### src/rtl/reg_scoreboard.sv
// Pending-write scoreboard for the venus decode stage.
// Flags RAW/WAW stalls, tracks reservations and sequences register drains.
module reg_scoreboard #(
    parameter int NREG = 32,
    parameter int W_RD = 5
) (
    input  logic            clk,
    input  logic            reset,
    input  logic            check_v,
    input  logic            src0_en,
    input  logic            src1_en,
    input  logic [W_RD-1:0] src0,
    input  logic [W_RD-1:0] src1,
    input  logic            dst_en,
    input  logic [W_RD-1:0] dst,
    input  logic            reserve_i,
    input  logic            wb_v,
    input  logic [W_RD-1:0] wb_r,
    input  logic            kill_v,
    input  logic [W_RD-1:0] kill_r,
    input  logic            flush_i,
    input  logic            drain_req,
    output logic            reserved_o,
    output logic            busy_o,
    output logic            drain_ack_o,
    output logic [NREG-1:0] pend_o,
    output logic            err_o
);

    typedef enum logic [1:0] {
        IDLE,
        DRAIN,
        ACK
    } state_e;

    state_e          state_q, state_d;
    logic [NREG-1:0] pend_q, pend_d;
    logic [NREG-1:0] set_vec, wb_vec, kill_vec, clr_vec;
    logic            err_q, err_d;
    logic            res, err_ev;

    // Hazard uses registered state only: releases free a register next cycle.
    assign reserved_o = check_v & ((src0_en & pend_q[src0]) |
                                   (src1_en & pend_q[src1]) |
                                   (dst_en & pend_q[dst]) |
                                   (state_q != IDLE));

    assign res = reserve_i & check_v & dst_en & ~reserved_o;

    always_comb begin
        set_vec  = '0;
        wb_vec   = '0;
        kill_vec = '0;
        if (res)    set_vec[dst]     = 1'b1;
        if (wb_v)   wb_vec[wb_r]     = 1'b1;
        if (kill_v) kill_vec[kill_r] = 1'b1;
        clr_vec = wb_vec | kill_vec;
        // Set wins over a same-register clear; that case also raises err.
        pend_d = flush_i ? '0 : ((pend_q & ~clr_vec) | set_vec);
    end

    always_comb begin
        err_ev = (wb_v & ~pend_q[wb_r]) |
                 (kill_v & ~pend_q[kill_r]) |
                 (wb_v & kill_v & (wb_r == kill_r)) |
                 (reserve_i & check_v & dst_en & reserved_o) |
                 (|(set_vec & clr_vec));
        err_d = err_q | (err_ev & ~flush_i);
    end

    always_comb begin
        state_d = state_q;
        unique case (state_q)
            IDLE:    if (drain_req) state_d = DRAIN;
            DRAIN:   if (pend_q == '0) state_d = ACK;
            ACK:     state_d = IDLE;
            default: state_d = IDLE;
        endcase
    end

    always_ff @(posedge clk) begin
        if (!reset) begin
            pend_q  <= '0;
            state_q <= IDLE;
            err_q   <= 1'b0;
        end else begin
            pend_q  <= pend_d;
            state_q <= state_d;
            err_q   <= err_d;
        end
    end

    assign busy_o      = |pend_q;
    assign pend_o      = pend_q;
    assign drain_ack_o = (state_q == ACK);
    assign err_o       = err_q;

endmodule

### config.mk
export PLATFORM = sky130hd
export DESIGN_NAME = reg_scoreboard
export DESIGN_NICKNAME = d
export VERILOG_FILES = /design/src/rtl/reg_scoreboard.sv
export SDC_FILE = /design/constraint.sdc
export NUM_CORES = 1
export LEC_CHECK = 0
export CORE_MARGIN = 5
export CORE_UTILIZATION = 45
export CTS_CLUSTER_DIAMETER = 200
export CTS_CLUSTER_SIZE = 28
export DETAILED_ROUTE_END_ITERATION = 16
export PLACE_DENSITY = 0.72
export REMOVE_ABC_BUFFERS = 1
export SYNTH_ARGS = -nofsm -noshare
export SYNTH_HDL_FRONTEND = slang
export SYNTH_SLANG_ARGS = --single-unit
### constraint.sdc
create_clock -name clk -period 3.79 [get_ports clk]
set_input_delay 0.5685 -clock clk [delete_from_list [all_inputs] [get_ports clk]]
set_output_delay 0.5685 -clock clk [all_outputs]
set_load 0.01 [all_outputs]
# == After elaboration in Yosys (flattened, before gate mapping) ==
# Cells that the tools add are included.
# Widths: inputs -> output; s select.
# word_totals
register_bits,35
n_memories,0
out_inout_bits,36
elab_cells,79
mem_bits_ro,0
latchBits,0
mem_bits_rw,0
# op_classes
mul,0
div_mod_pow,0
eq_ne,5
n_shift,0
bitwise,31
order_cmp,8
n_reduce_logical,10
addsub,0
muxes,22
# ops
op,n
$mux 32,3
$and 32x32->32,2
$or 32x32->32,2
$reduce_or 32->1,2
$logic_not 32->1,1
$not 32->32,1
$lt 5x6->1 const B,5
$bmux 1 s5,5
$demux 1 s5,3
$ge 5x1->1 const B,3
$and 1x1->1,13
$mux 1,8
$or 1x1->1,8
$eq 5x5->1,1
$not 1->1,5
$mux 2,2
$ne 2x2->1 const B,2
$pmux 2 s2,1
$logic_and 1x1->1,3
$eq 2x1->1 const B,1
$eq 2x2->1 const B,1
$logic_not 2->1,1
$reduce_and 2->1,1
$reduce_bool 2->1,1
$reduce_or 2->1,1

# == Longest topological paths before layout ==
# logic_depth
depth_word,15
depth_mapped,9

# == Worst setup path after synthesis ==
# No wires, ideal clock.
# synth_timing
path_kind,input to output
from,input src1[0]
to,output reserved_o
stages,8
t_arrival_ps,2603
path_slack_ps,619
path_buffers,2
path_cell_list,buf_6 mux4_1 mux2i_1 mux2i_1 a311o_1 or4_1 buf_2 and2_2
# synth_between
elab_chain_cells,7
# synth_rtl
element,line_no,source
"start, declared",13,"input logic [W_RD-1:0] src1,"
$bmux 1 s5,44,(src1_en & pend_q[src1]) |
$mux 1 (not written as such),44,
$and 1x1->1,44,
$or 1x1->1,43,assign reserved_o = check_v & ((src0_en & pend_q[src0]) |
$or 1x1->1,44,
$or 1x1->1,45,(dst_en & pend_q[dst]) |
$and 1x1->1,43,
"end, declared",23,"output logic reserved_o,"
# No other way between the ends. The select of a mux whose other input is x is not followed.

# == Final worst setup path ==
# layout_timing
from,input src0[3]
to,output reserved_o
# layout_between
elab_chain_cells,7
# layout_rtl
element,line_no,source
"start, declared",12,"input logic [W_RD-1:0] src0,"
$bmux 1 s5,43,
$mux 1 (not written as such),43,
$and 1x1->1,43,
$or 1x1->1,43,
$or 1x1->1,44,
$or 1x1->1,45,
$and 1x1->1,43,
# No other way between the ends. The select of a mux whose other input is x is not followed.

==> results.sh <==
export IMPL_status="finished, final reports clean"
export IMPL_cp_max_fo=3
export IMPL_clock_sinks=35
export IMPL_reg2reg_from="pend_o[24]$_SDFF_PP0_"
export IMPL_globalplace_congestion=0.9804
export IMPL_die_w_microns=97.90
export IMPL_htree_levels=2
export IMPL_regArea_sq_um=700.7
export IMPL_max_freq_mhz=274.8
export IMPL_finalClockSkew_ns=0.01073
export IMPL_antenna_found_initial=0
export IMPL_wl_met1_microns=5358
export IMPL_vias=3927
export IMPL_setup_viol=0
export IMPL_startpoint_type="input pin"
export IMPL_cts_root_buffer="clkbuf_8"
export IMPL_ant_nets=0
export IMPL_async_flop_share_pct=0
export IMPL_synth_top_cells_by_area="dfxtp_1 20%, mux4_2 14%, mux2i_1 7.8%"
export IMPL_antenna_cells=0
export IMPL_totalPowerFinal_uw=882.5
export IMPL_grt_overflow_total=0
export IMPL_drv_cap=0
export IMPL_postCtsSetupBuffers=0
export IMPL_track_usage_pct=28.83
export IMPL_hold_violations=0
export IMPL_cp_arrival_ns=3.07
export IMPL_postRouteWirelength_microns=13860
export IMPL_seq_power_share_pct=42.3
export IMPL_area_growth_syn_to_layout_pct=33.07
export IMPL_synth_cell_types=49
export IMPL_die_area_sq_um=9584
export IMPL_ctsHoldBuffers=0
export IMPL_insertion_delay_ns=0.30
export IMPL_pwr_density_cell_nw_per_um2=190.7
export IMPL_wl_per_cell_microns=23.65
export IMPL_met3WireLength_microns=1716
export IMPL_io_pins=72
export IMPL_finalMaxSlewViolations=0
export IMPL_rsz0062_at_grt="no"
export IMPL_p_comb_share_pct=26.1
export IMPL_highest_signal_layer="met4"
export IMPL_stdcell_count=586
export IMPL_rows=32
export IMPL_post_place_cells=578
export IMPL_ys_ff_latch=35
export IMPL_critPathKind="in -> out"
export IMPL_max_slew_margin_pct=43.15
export IMPL_synth_ff_type="dfxtp_1"
export IMPL_crit_start="src0[3]"
export IMPL_drive_above_1_share_pct=24.79
export IMPL_required_ns=3.22
export IMPL_r2r_slack_ns=0.97
export IMPL_yosysWarnings=0
export IMPL_coreArea_sq_um=7607
export IMPL_crit_path_end_kind="output pin"
export IMPL_r2r_worst_path_cells=7
export IMPL_setup_tns_ns=0
export IMPL_place_ws_ns=-0.4655
export IMPL_r2r_end="err_o$_SDFF_PN0_"
export IMPL_layout_min_cycle_time_ns=3.639
export IMPL_grt_pass1_wl_microns=22040
export IMPL_dp_hpwl_microns=10490
export IMPL_vias_per_cell=6.701
export IMPL_io_buffer_count=71
export IMPL_fillCellCount=683
export IMPL_endpoint="reserved_o"
export IMPL_power_internal_uw=596.4
export IMPL_clock_path_buffers=2
export IMPL_synth_top_cells_by_count="47 x nand2_1, 36 x nand3_1, 35 x dfxtp_1"
export IMPL_first_pass_iters=7
export IMPL_p_sw_share_pct=32.42
export IMPL_synth_cells=391
export IMPL_drc_errors=0
export IMPL_cts_made_buffers=5
export IMPL_hold_path_class="reg -> reg"
export IMPL_hold_start="err_o$_SDFF_PN0_"
export IMPL_path_clk_slew_ns=0.09
export IMPL_start_util_pct=45.71
export IMPL_cts_tree="yes"
export IMPL_p_leak_uw=0.001686
export IMPL_multi_input_area_sq_um=2591
export IMPL_yosysTopAreaCell="dfxtp_1"
export IMPL_ir_worst_vdd_mv=0.1052
export IMPL_synth_top_area_share_pct=20.15
export IMPL_synth_avg_cell_area_sq_um=8.893
export IMPL_utilization_pct=60.82
export IMPL_grt_max_degree=34
export IMPL_clkPwrFrac_pct=31.6
export IMPL_drtIter0Drc=529
export IMPL_p_sw_uw=286.1
export IMPL_synth_edf_count=0
export IMPL_setup_ws_ns=0.1513
export IMPL_yosysMostFrequentCell="nand2_1"
export IMPL_die_h_microns=97.90
export IMPL_grt_pass1_vias=3881
export IMPL_max_slew_worst_pin_slew_ns=0.8450
export IMPL_syn_cell_area_sq_um=3477
export IMPL_wl_met2_microns=6309
export IMPL_synth_seq_area_share_pct=20.15
export IMPL_final_nets=519
export IMPL_finalCritPeriodShare_pct=96.01
state kept, by name, indices dropped and copies added (netlist names):
register and count:
pend_o 32, state_q 2, err_o 1
placed cells by master (no fill, tap or decap), types with 6 or more instances in the layout:
| cell type | synthesis | layout |
|---|---|---|
| clkdlybuf4s50_1 | 0 | 67 |
| nand2_1 | 47 | 47 |
| buf_4 | 0 | 47 |
| nand3_1 | 36 | 36 |
| dfxtp_1 | 35 | 35 |
| a22oi_1 | 30 | 30 |
| mux2i_1 | 27 | 27 |
| mux4_2 | 22 | 22 |
| o21ai_2 | 20 | 20 |
| nor4_1 | 12 | 12 |
| nor2_1 | 12 | 11 |
| o21ai_1 | 10 | 10 |
| nor3b_1 | 9 | 9 |
| mux2_2 | 8 | 8 |
| nor3_1 | 7 | 7 |
| mux4_1 | 6 | 6 |
| inv_1 | 6 | 6 |
| o221ai_1 | 6 | 6 |
| and3b_1 | 6 | 6 |
kinds of logic (layout without fill, tap and decap cells):
group / Yosys count / in the layout / share of synthesized area, %
simple gates: 155 / 155 / 23.68
buf+inv: 42 / 135 / 5.865
flops: 35 / 35 / 20.15
mux: 63 / 63 / 29.15
compound gates: 91 / 91 / 19.90
xor+xnor: 5 / 5 / 1.259
worst max-delay path, stage by stage:
cell	delay (ns)
clkdlybuf4s50_1	0.53
mux4_2	0.32
nor2b_1	0.15
a2111oi_2	0.38
a211oi_1	0.12
or4_4	0.52
and2_2	0.20
dlygate4sd2_1	0.28
stage by stage:
step,area (sq um),hold slack [ns]
floorplan,3296,0.4288
global placement,4524,0.4737
detailed placement,4524,0.4828
CTS,4629,0.5021
global route,4627,0.5154
finish,4627,0.4980
per-layer routing:
metal | up-vias | track usage (%)
met3 | 53 | 6.786
met1 | 1838 | 39.81
met4 | 0 | 9.691
met5 | - | 0
li1 | 1728 | -
met2 | 308 | 44.35
layout make-up:
type	count	area share [%]
clock buffers	5	1.487
clock inverters	3	0.3245
inverters	6	0.4867
multi-input cells	314	56.00
flip-flops and latches	35	15.14
well taps	102	2.758
repair buffers	121	23.80
power groups by stage:
| stage | clock network, uW | registers [uW] | logic, uW |
|---|---|---|---|
| finish | 279 | 373 | 230 |
| global route | 293 | 374 | 244 |
| CTS | 276 | 373 | 227 |
| detailed placement | 0 | 382 | 225 |
| global placement | 0 | 382 | 221 |
| floorplan | 0 | 382 | 92.6 |
what timing repair did:
action | in CTS | in global routing
endpoints found under the setup margin | 1 | 1
gates resized for setup | 11 | 2
pin swaps | 1 | 0
how the worst min path moves through the flow:
stage / cells past startpoint / end
global route: 1 / state_q[0]$_SDFFE_PN0P_
floorplan: 1 / state_q[0]$_SDFFE_PN0P_
CTS: 1 / state_q[0]$_SDFFE_PN0P_
finish: 1 / err_o$_SDFF_PN0_
detailed placement: 1 / err_o$_SDFF_PN0_
global placement: 1 / err_o$_SDFF_PN0_
Power figures use the tool's default switching activity.
